[config.mk]
export PLATFORM = sky130hd
export DESIGN_NAME = brdg_interrupt_mc
export DESIGN_NICKNAME = d
export VERILOG_FILES = /design/src/rtl/brdg_interrupt_mc.sv
export SDC_FILE = /design/constraint.sdc
export NUM_CORES = 1
export LEC_CHECK = 0
export CAP_MARGIN = 20
export CORE_MARGIN = 3
export CORE_UTILIZATION = 50
export CTS_CLUSTER_DIAMETER = 40
export CTS_CLUSTER_SIZE = 10
export DETAILED_ROUTE_END_ITERATION = 12
export DONT_BUFFER_PORTS = 1
export GPL_ROUTABILITY_DRIVEN = 0
export MAX_ROUTING_LAYER = met4
export SLEW_MARGIN = 20
export SYNTH_ARGS = -nofsm -noshare
export SYNTH_HDL_FRONTEND = slang
export SYNTH_SLANG_ARGS = --single-unit
[constraint.sdc]
create_clock -name clk -period 6.93 [get_ports clk]
set_input_delay 1.0395 -clock clk [delete_from_list [all_inputs] [get_ports clk]]
set_output_delay 1.0395 -clock clk [all_outputs]
set_load 0.01 [all_outputs]
[src/rtl/brdg_interrupt_mc.sv]
// Multi-channel interrupt bridge: per-channel request FSMs share one TLX command port
// through a round-robin arbiter and are retired by decoded TLX responses.
module brdg_interrupt_mc #(
  parameter int NUM_CH   = 4,
  parameter int BASE_CYC = 20
) (
  input  logic                   clk,
  input  logic                   rst,
  input  logic [3:0]             backoff_limit,
  input  logic                   interrupt_enable,
  input  logic [NUM_CH-1:0]      interrupt,
  input  logic [64*NUM_CH-1:0]   interrupt_src,
  output logic [NUM_CH-1:0]      interrupt_ack,
  output logic [NUM_CH-1:0]      interrupt_fail,
  output logic                   tlx_cmd_valid,
  output logic [67:0]            tlx_cmd_obj,
  output logic [15:0]            tlx_cmd_afutag,
  output logic [7:0]             tlx_cmd_opcode,
  input  logic                   tlx_rsp_valid,
  input  logic [15:0]            tlx_rsp_afutag,
  input  logic [7:0]             tlx_rsp_opcode,
  input  logic [3:0]             tlx_rsp_code
);

  typedef enum logic [2:0] {
    IDLE     = 3'd0,
    SEND     = 3'd1,
    WAIT_RSP = 3'd2,
    PENDING  = 3'd3,
    BACKOFF  = 3'd4,
    ACK      = 3'd5
  } ch_state_t;

  localparam logic [7:0] OP_INTRP_REQ = 8'h58;
  localparam logic [7:0] OP_INTRP_RSP = 8'h0C;
  localparam logic [7:0] OP_INTRP_RDY = 8'h1A;

  logic [3:0]           rsp_ch;
  logic                 rsp_hit;
  logic [23:0]          backoff_load;
  logic [NUM_CH-1:0]    send_ch;
  logic [15:0]          send_vec;
  logic [64*NUM_CH-1:0] src_flat;
  logic                 grant_valid;
  logic [3:0]           grant_idx;
  logic [63:0]          grant_src;
  logic [3:0]           ptr_r;
  int                   idx;

  assign rsp_ch       = tlx_rsp_afutag[3:0];
  assign rsp_hit      = tlx_rsp_valid && (tlx_rsp_afutag[15:14] == 2'b11) &&
                        ({1'b0, rsp_ch} < 5'(NUM_CH));
  assign backoff_load = 24'(BASE_CYC) << backoff_limit;

  genvar i;
  generate
    for (i = 0; i < NUM_CH; i++) begin : g_ch
      ch_state_t   state_r, state_nx;
      logic [63:0] src_r, src_nx;
      logic [23:0] cnt_r, cnt_nx;
      logic        fail_r, fail_nx;
      logic        ack_r;
      logic        grant_s;
      logic        rsp_s;

      assign grant_s           = grant_valid && (grant_idx == 4'(i));
      assign rsp_s             = rsp_hit && (rsp_ch == 4'(i));
      assign send_ch[i]        = (state_r == SEND);
      assign src_flat[64*i +: 64] = src_r;
      assign interrupt_ack[i]  = ack_r;
      assign interrupt_fail[i] = fail_r;

      // Channel next-state: request capture, response decode and backoff countdown
      always_comb begin
        state_nx = state_r;
        src_nx   = src_r;
        cnt_nx   = cnt_r;
        fail_nx  = fail_r;
        case (state_r)
          IDLE: begin
            if (interrupt[i]) begin
              state_nx = SEND;
              src_nx   = interrupt_src[64*i +: 64];
              fail_nx  = 1'b0;
            end else begin
              state_nx = IDLE;
            end
          end
          SEND: begin
            if (grant_s) state_nx = WAIT_RSP;
            else         state_nx = SEND;
          end
          WAIT_RSP: begin
            if (rsp_s && (tlx_rsp_opcode == OP_INTRP_RSP)) begin
              case (tlx_rsp_code)
                4'd0:    state_nx = ACK;
                4'd2:    begin state_nx = BACKOFF; cnt_nx = backoff_load; end
                4'd4:    state_nx = PENDING;
                default: begin state_nx = ACK; fail_nx = 1'b1; end
              endcase
            end else begin
              state_nx = WAIT_RSP;
            end
          end
          PENDING: begin
            if (rsp_s && (tlx_rsp_opcode == OP_INTRP_RDY)) begin
              case (tlx_rsp_code)
                4'd0:    state_nx = SEND;
                4'd2:    begin state_nx = BACKOFF; cnt_nx = backoff_load; end
                default: state_nx = PENDING;
              endcase
            end else begin
              state_nx = PENDING;
            end
          end
          BACKOFF: begin
            if (cnt_r == 24'd0) begin
              state_nx = SEND;
            end else begin
              state_nx = BACKOFF;
              cnt_nx   = cnt_r - 24'd1;
            end
          end
          ACK: begin
            if (!interrupt[i]) state_nx = IDLE;
            else               state_nx = ACK;
          end
          default: state_nx = IDLE;
        endcase
      end

      // Channel state, captured source, counter and flag registers
      always_ff @(posedge clk) begin
        if (rst) begin
          state_r <= IDLE;
          src_r   <= 64'd0;
          cnt_r   <= 24'd0;
          fail_r  <= 1'b0;
          ack_r   <= 1'b0;
        end else begin
          state_r <= state_nx;
          src_r   <= src_nx;
          cnt_r   <= cnt_nx;
          fail_r  <= fail_nx;
          ack_r   <= (state_nx == ACK);
        end
      end
    end
  endgenerate

  // Pad the SEND mask to 16 entries so the wrapped search index is always in range
  always_comb begin
    send_vec              = 16'd0;
    send_vec[NUM_CH-1:0]  = send_ch;
  end

  // Round-robin search starting one past the last granted channel
  always_comb begin
    grant_valid = 1'b0;
    grant_idx   = 4'd0;
    idx         = 0;
    for (int k = 1; k <= NUM_CH; k++) begin
      idx = ((int'(ptr_r) + k) >= NUM_CH) ? (int'(ptr_r) + k - NUM_CH) : (int'(ptr_r) + k);
      grant_idx   = (interrupt_enable && !grant_valid && send_vec[idx[3:0]]) ? idx[3:0] : grant_idx;
      grant_valid = grant_valid | (interrupt_enable && send_vec[idx[3:0]]);
    end
  end

  // Source mux for the granted channel
  always_comb begin
    grant_src = 64'd0;
    for (int c = 0; c < NUM_CH; c++) begin
      grant_src = (grant_idx == 4'(c)) ? src_flat[64*c +: 64] : grant_src;
    end
  end

  // Registered command stage and round-robin pointer
  always_ff @(posedge clk) begin
    if (rst) begin
      tlx_cmd_valid  <= 1'b0;
      tlx_cmd_obj    <= 68'd0;
      tlx_cmd_afutag <= 16'd0;
      tlx_cmd_opcode <= 8'd0;
      ptr_r          <= 4'(NUM_CH - 1);
    end else begin
      tlx_cmd_valid <= grant_valid;
      if (grant_valid) begin
        tlx_cmd_obj    <= {4'd0, grant_src};
        tlx_cmd_afutag <= {2'b11, 10'd0, grant_idx};
        tlx_cmd_opcode <= OP_INTRP_REQ;
        ptr_r          <= grant_idx;
      end
    end
  end

endmodule
==> run summary <==
M1 GR Usage -> 40.1%
WL per Instance -> 21.4 um
IO Pins -> 397
Cell Area, Synth -> 0.0210 sq mm
Sw Ratio -> 39.7%
main flop type after synthesis -> dfxtp_1
layout cells sized above 1 -> 6.89%
post-synthesis simple-gate area fraction -> 26.3%
input/output buffers -> 0
post-synth top area share -> 42.4%
status -> finished clean
Largest stage delay, worst path -> 0.71 ns
final slew viol count -> 0
global-route wire length before repair -> 105 mm
net switching power -> 0.00422 W
crit path time final -> 4.78 ns
Worst Path Max Fanout -> 62
Post-synth EDFFs -> 0
GRT Util Overall -> 30.7%
Tightest Pin Transition -> 1.34 ns
clock sinks -> 444
ANT nets after route -> 0
Num CTS Buffers -> 73
Slew headroom -> 10.8%
Clk pin slew, worst setup/hold paths -> 0.05 ns
Crit-path slowest cell -> buf_4
Clock Power Share -> 33.5%
Synth warnings -> 0
synth unique cells -> 79
post-place setup slack -> 2.25 ns
WP buf/inv -> 2
Crit Path Category -> reg -> reg
mux share of post-synthesis cell area -> 1.93%
cell mode on critical path -> ha_1
sequential fraction of the synthesis area -> 42.4%
Seq cells post-synth -> 444
CTS tree -> done
compound-cell area share of the yosys netlist -> 21.4%
Data required, critical path -> 7.40 ns
pwr dens -> 456 mW/mm^2
clock latency at the later pin of the worst-skew pair -> 0.60 ns
Async SR Flop Fraction -> 0%
most frequent cells in the layout -> 683 x nand2_1, 444 x dfxtp_1, 328 x a21oi_1
Fin. Hold Viols -> 0
Post-Synth Adder-Cell Area -> 1.07%
TNS Setup -> 0 ns
Fill cells -> 3918
Vert. Die Dim -> 211 um
Avg Cell Area, Syn -> 7.57 sq um
hold buffers post-CTS -> 0
Tightest Hold Check Type -> reg -> reg
most area-hungry cell type in the Yosys netlist -> dfxtp_1
gr busiest metal -> met2
RSZ-0062 raised after global routing -> false
H-tree depth -> 3
grt met3 use -> 9.91%
initial core utilization -> 51.0%
Crit path max-delay family -> simple AND/OR/NAND/NOR gates
Cells after DPL -> 3105
Core Rows -> 74
vias in the first global route -> 18200
Post-DP HPWL -> 43.6 mm
setup ws final -> 2.15 ns
commonest non-fill, non-tap cell in the layout -> nand2_1
die footprint -> 0.0444 sq mm
Synth Area in XOR/XNOR -> 0.793%
crit-path cells -> ha_1 > nand3b_1 > and2_1 > ha_1 > inv_1 > a21oi_1 > a221oi_4 > mux2_4 > o21ai_1 > and3_2 > buf_4 > nor2_1 > o311a_1
clock skew -> 0.0231 ns
DR iter-0 viols -> 1831
vias per cell -> 6.05
Synth Instances -> 2771
CP arrival -> 5.25 ns
first drt pass iteration count -> 6
worst IR drop on VDD -> 0.000261 V
combinational share of power -> 33.6%
Tcrit/Tclk final -> 69.0%
crit end category -> register
GR Overflow Total -> 0
P_int -> 0.00642 W
Synth area leaders -> dfxtp_1 42%, nand2_1 12%, a21oi_1 7.8%, o21ai_0 3.7%, clkbuf_1 3.1%
Setup Buffers After CTS -> 0
core footprint -> 0.0411 sq mm
Longest Clk Path Bufs -> 3
CTS resizes -> 0
Max-cap violations -> 0
largest net degree at the start of global routing -> 354
setup violators final -> 0
Finished Layout Cells -> 3241
Area Growth Syn to Fin -> 11.3%
initial antenna violation count -> 9
main combinational cell family by area after synthesis -> simple AND/OR/NAND/NOR gates
WL final -> 69.3 mm
vias -> 19600
M2 GR Usage -> 45.4%
CP Launch Type -> register
Flop pwr share -> 32.8%
Static Leak -> 8.72 nW
# DRC -> 0
FMAX -> 209 MHz
root buf cell -> clkbuf_16
Die Span X -> 211 um
final net count -> 2962
-- worst register-to-register path, delay by kind of cell, from the launching register on --
kind                       cells  cell delay [ns]
and+or+nand+nor                4             1.15
DFF                            1             0.70
adders and majority gates      2             0.63
muxes                          1             0.35
buffers and inverters          2             0.79
AOI/OAI and AO/OA              4             1.06
-- final timing paths --
| path | cells after the start | start | slack [ns] | to |
|---|---|---|---|---|
| max | 13 | ptr_r[2] | 2.15 | g_ch[1].state_r[1] |
| min | 2 | g_ch[1].src_r[45] | 0.45 | g_ch[1].src_r[45] |
| max reg2reg | 13 | ptr_r[2] | 2.15 | g_ch[1].state_r[1] |
| min reg2reg | 2 | g_ch[1].src_r[45] | 0.45 | g_ch[1].src_r[45] |
-- cell usage after synthesis (9+ instances only) --
| library cell | count |
|---|---|
| nand2_1 | 685 |
| or3_1 | 25 |
| o2111ai_1 | 27 |
| nor4_1 | 25 |
| xor2_1 | 11 |
| and3_1 | 57 |
| o21ai_1 | 9 |
| buf_4 | 35 |
| or4_1 | 12 |
| a41oi_1 | 25 |
| o22ai_1 | 14 |
| clkbuf_1 | 172 |
| o221ai_1 | 16 |
| and2_1 | 34 |
| nor3b_1 | 11 |
| nand2b_1 | 12 |
| inv_1 | 54 |
| nor3_1 | 50 |
| nand3_1 | 55 |
| dfxtp_1 | 444 |
| nand4_1 | 56 |
| a21oi_1 | 329 |
| a21boi_0 | 53 |
| buf_2 | 23 |
| nor2b_1 | 13 |
| a22oi_1 | 35 |
| a211oi_1 | 19 |
| ha_1 | 18 |
| mux2i_1 | 30 |
| o21ai_0 | 157 |
| nor2_1 | 141 |
-- area by class of cell --
cell class                      instances  area (sq um)  share of cell area, %
Tap cell                              532           666                   2.85
Multi-Input combinational cell       2049         11000                   47.0
Timing Repair Buffer                   25           188                  0.804
Sequential cell                       444          8890                   38.1
Clock buffer                          100          2110                   9.05
Antenna cell                           11          27.5                  0.118
Inverter                               55           206                  0.884
Clock inverter                         25           289                   1.24
-- flip-flops by register name, summed over array words and instances (netlist names) --
name            flops
g_ch.fail_r         4
ptr_r               3
g_ch.cnt_r         96
tlx_cmd_valid       1
g_ch.src_r        256
tlx_cmd_afutag      3
tlx_cmd_opcode      1
g_ch.state_r       12
tlx_cmd_obj        64
g_ch.ack_r          4
-- routing by layer --
layer | wire [um] | vias to the layer above | part of all wire [%]
met5 | 0 | - | 0
met4 | 1790 | 0 | 2.6
met3 | 6770 | 116 | 9.8
met2 | 31000 | 781 | 45
met1 | 29800 | 9309 | 43
li1 | - | 9392 | -
-- metrics by stage --
step	cell area (sq um)	utilization, %	hold WS (ns)	total power [W]
finish	23300	56.8	0.446	0.0106
global route	23300	56.8	0.467	0.0112
CTS	23300	56.7	0.449	0.0106
detailed placement	20900	50.9	0.439	0.00705
global placement	20900	50.9	0.435	0.00697
floorplan	21000	-	0.432	0.00609
-- power by group through the flow --
stage          sequential, W  clock, W  combinational (W)
6_report             0.00349   0.00357            0.00358
5_1_grt              0.00356   0.00373            0.00393
2_1_floorplan        0.00337         0            0.00272
4_1_cts              0.00349   0.00362            0.00354
3_3_place_gp         0.00352         0            0.00345
3_5_place_dp         0.00353         0            0.00352
-- logic make-up after synthesis --
family,after synthesis
other cells,1
simple gates,1215
fa+ha+maj,18
flops,444
buf+inv,296
compound gates,743
mux,35
xor+xnor,19
No activity file was read; power rests on OpenSTA's default activity.
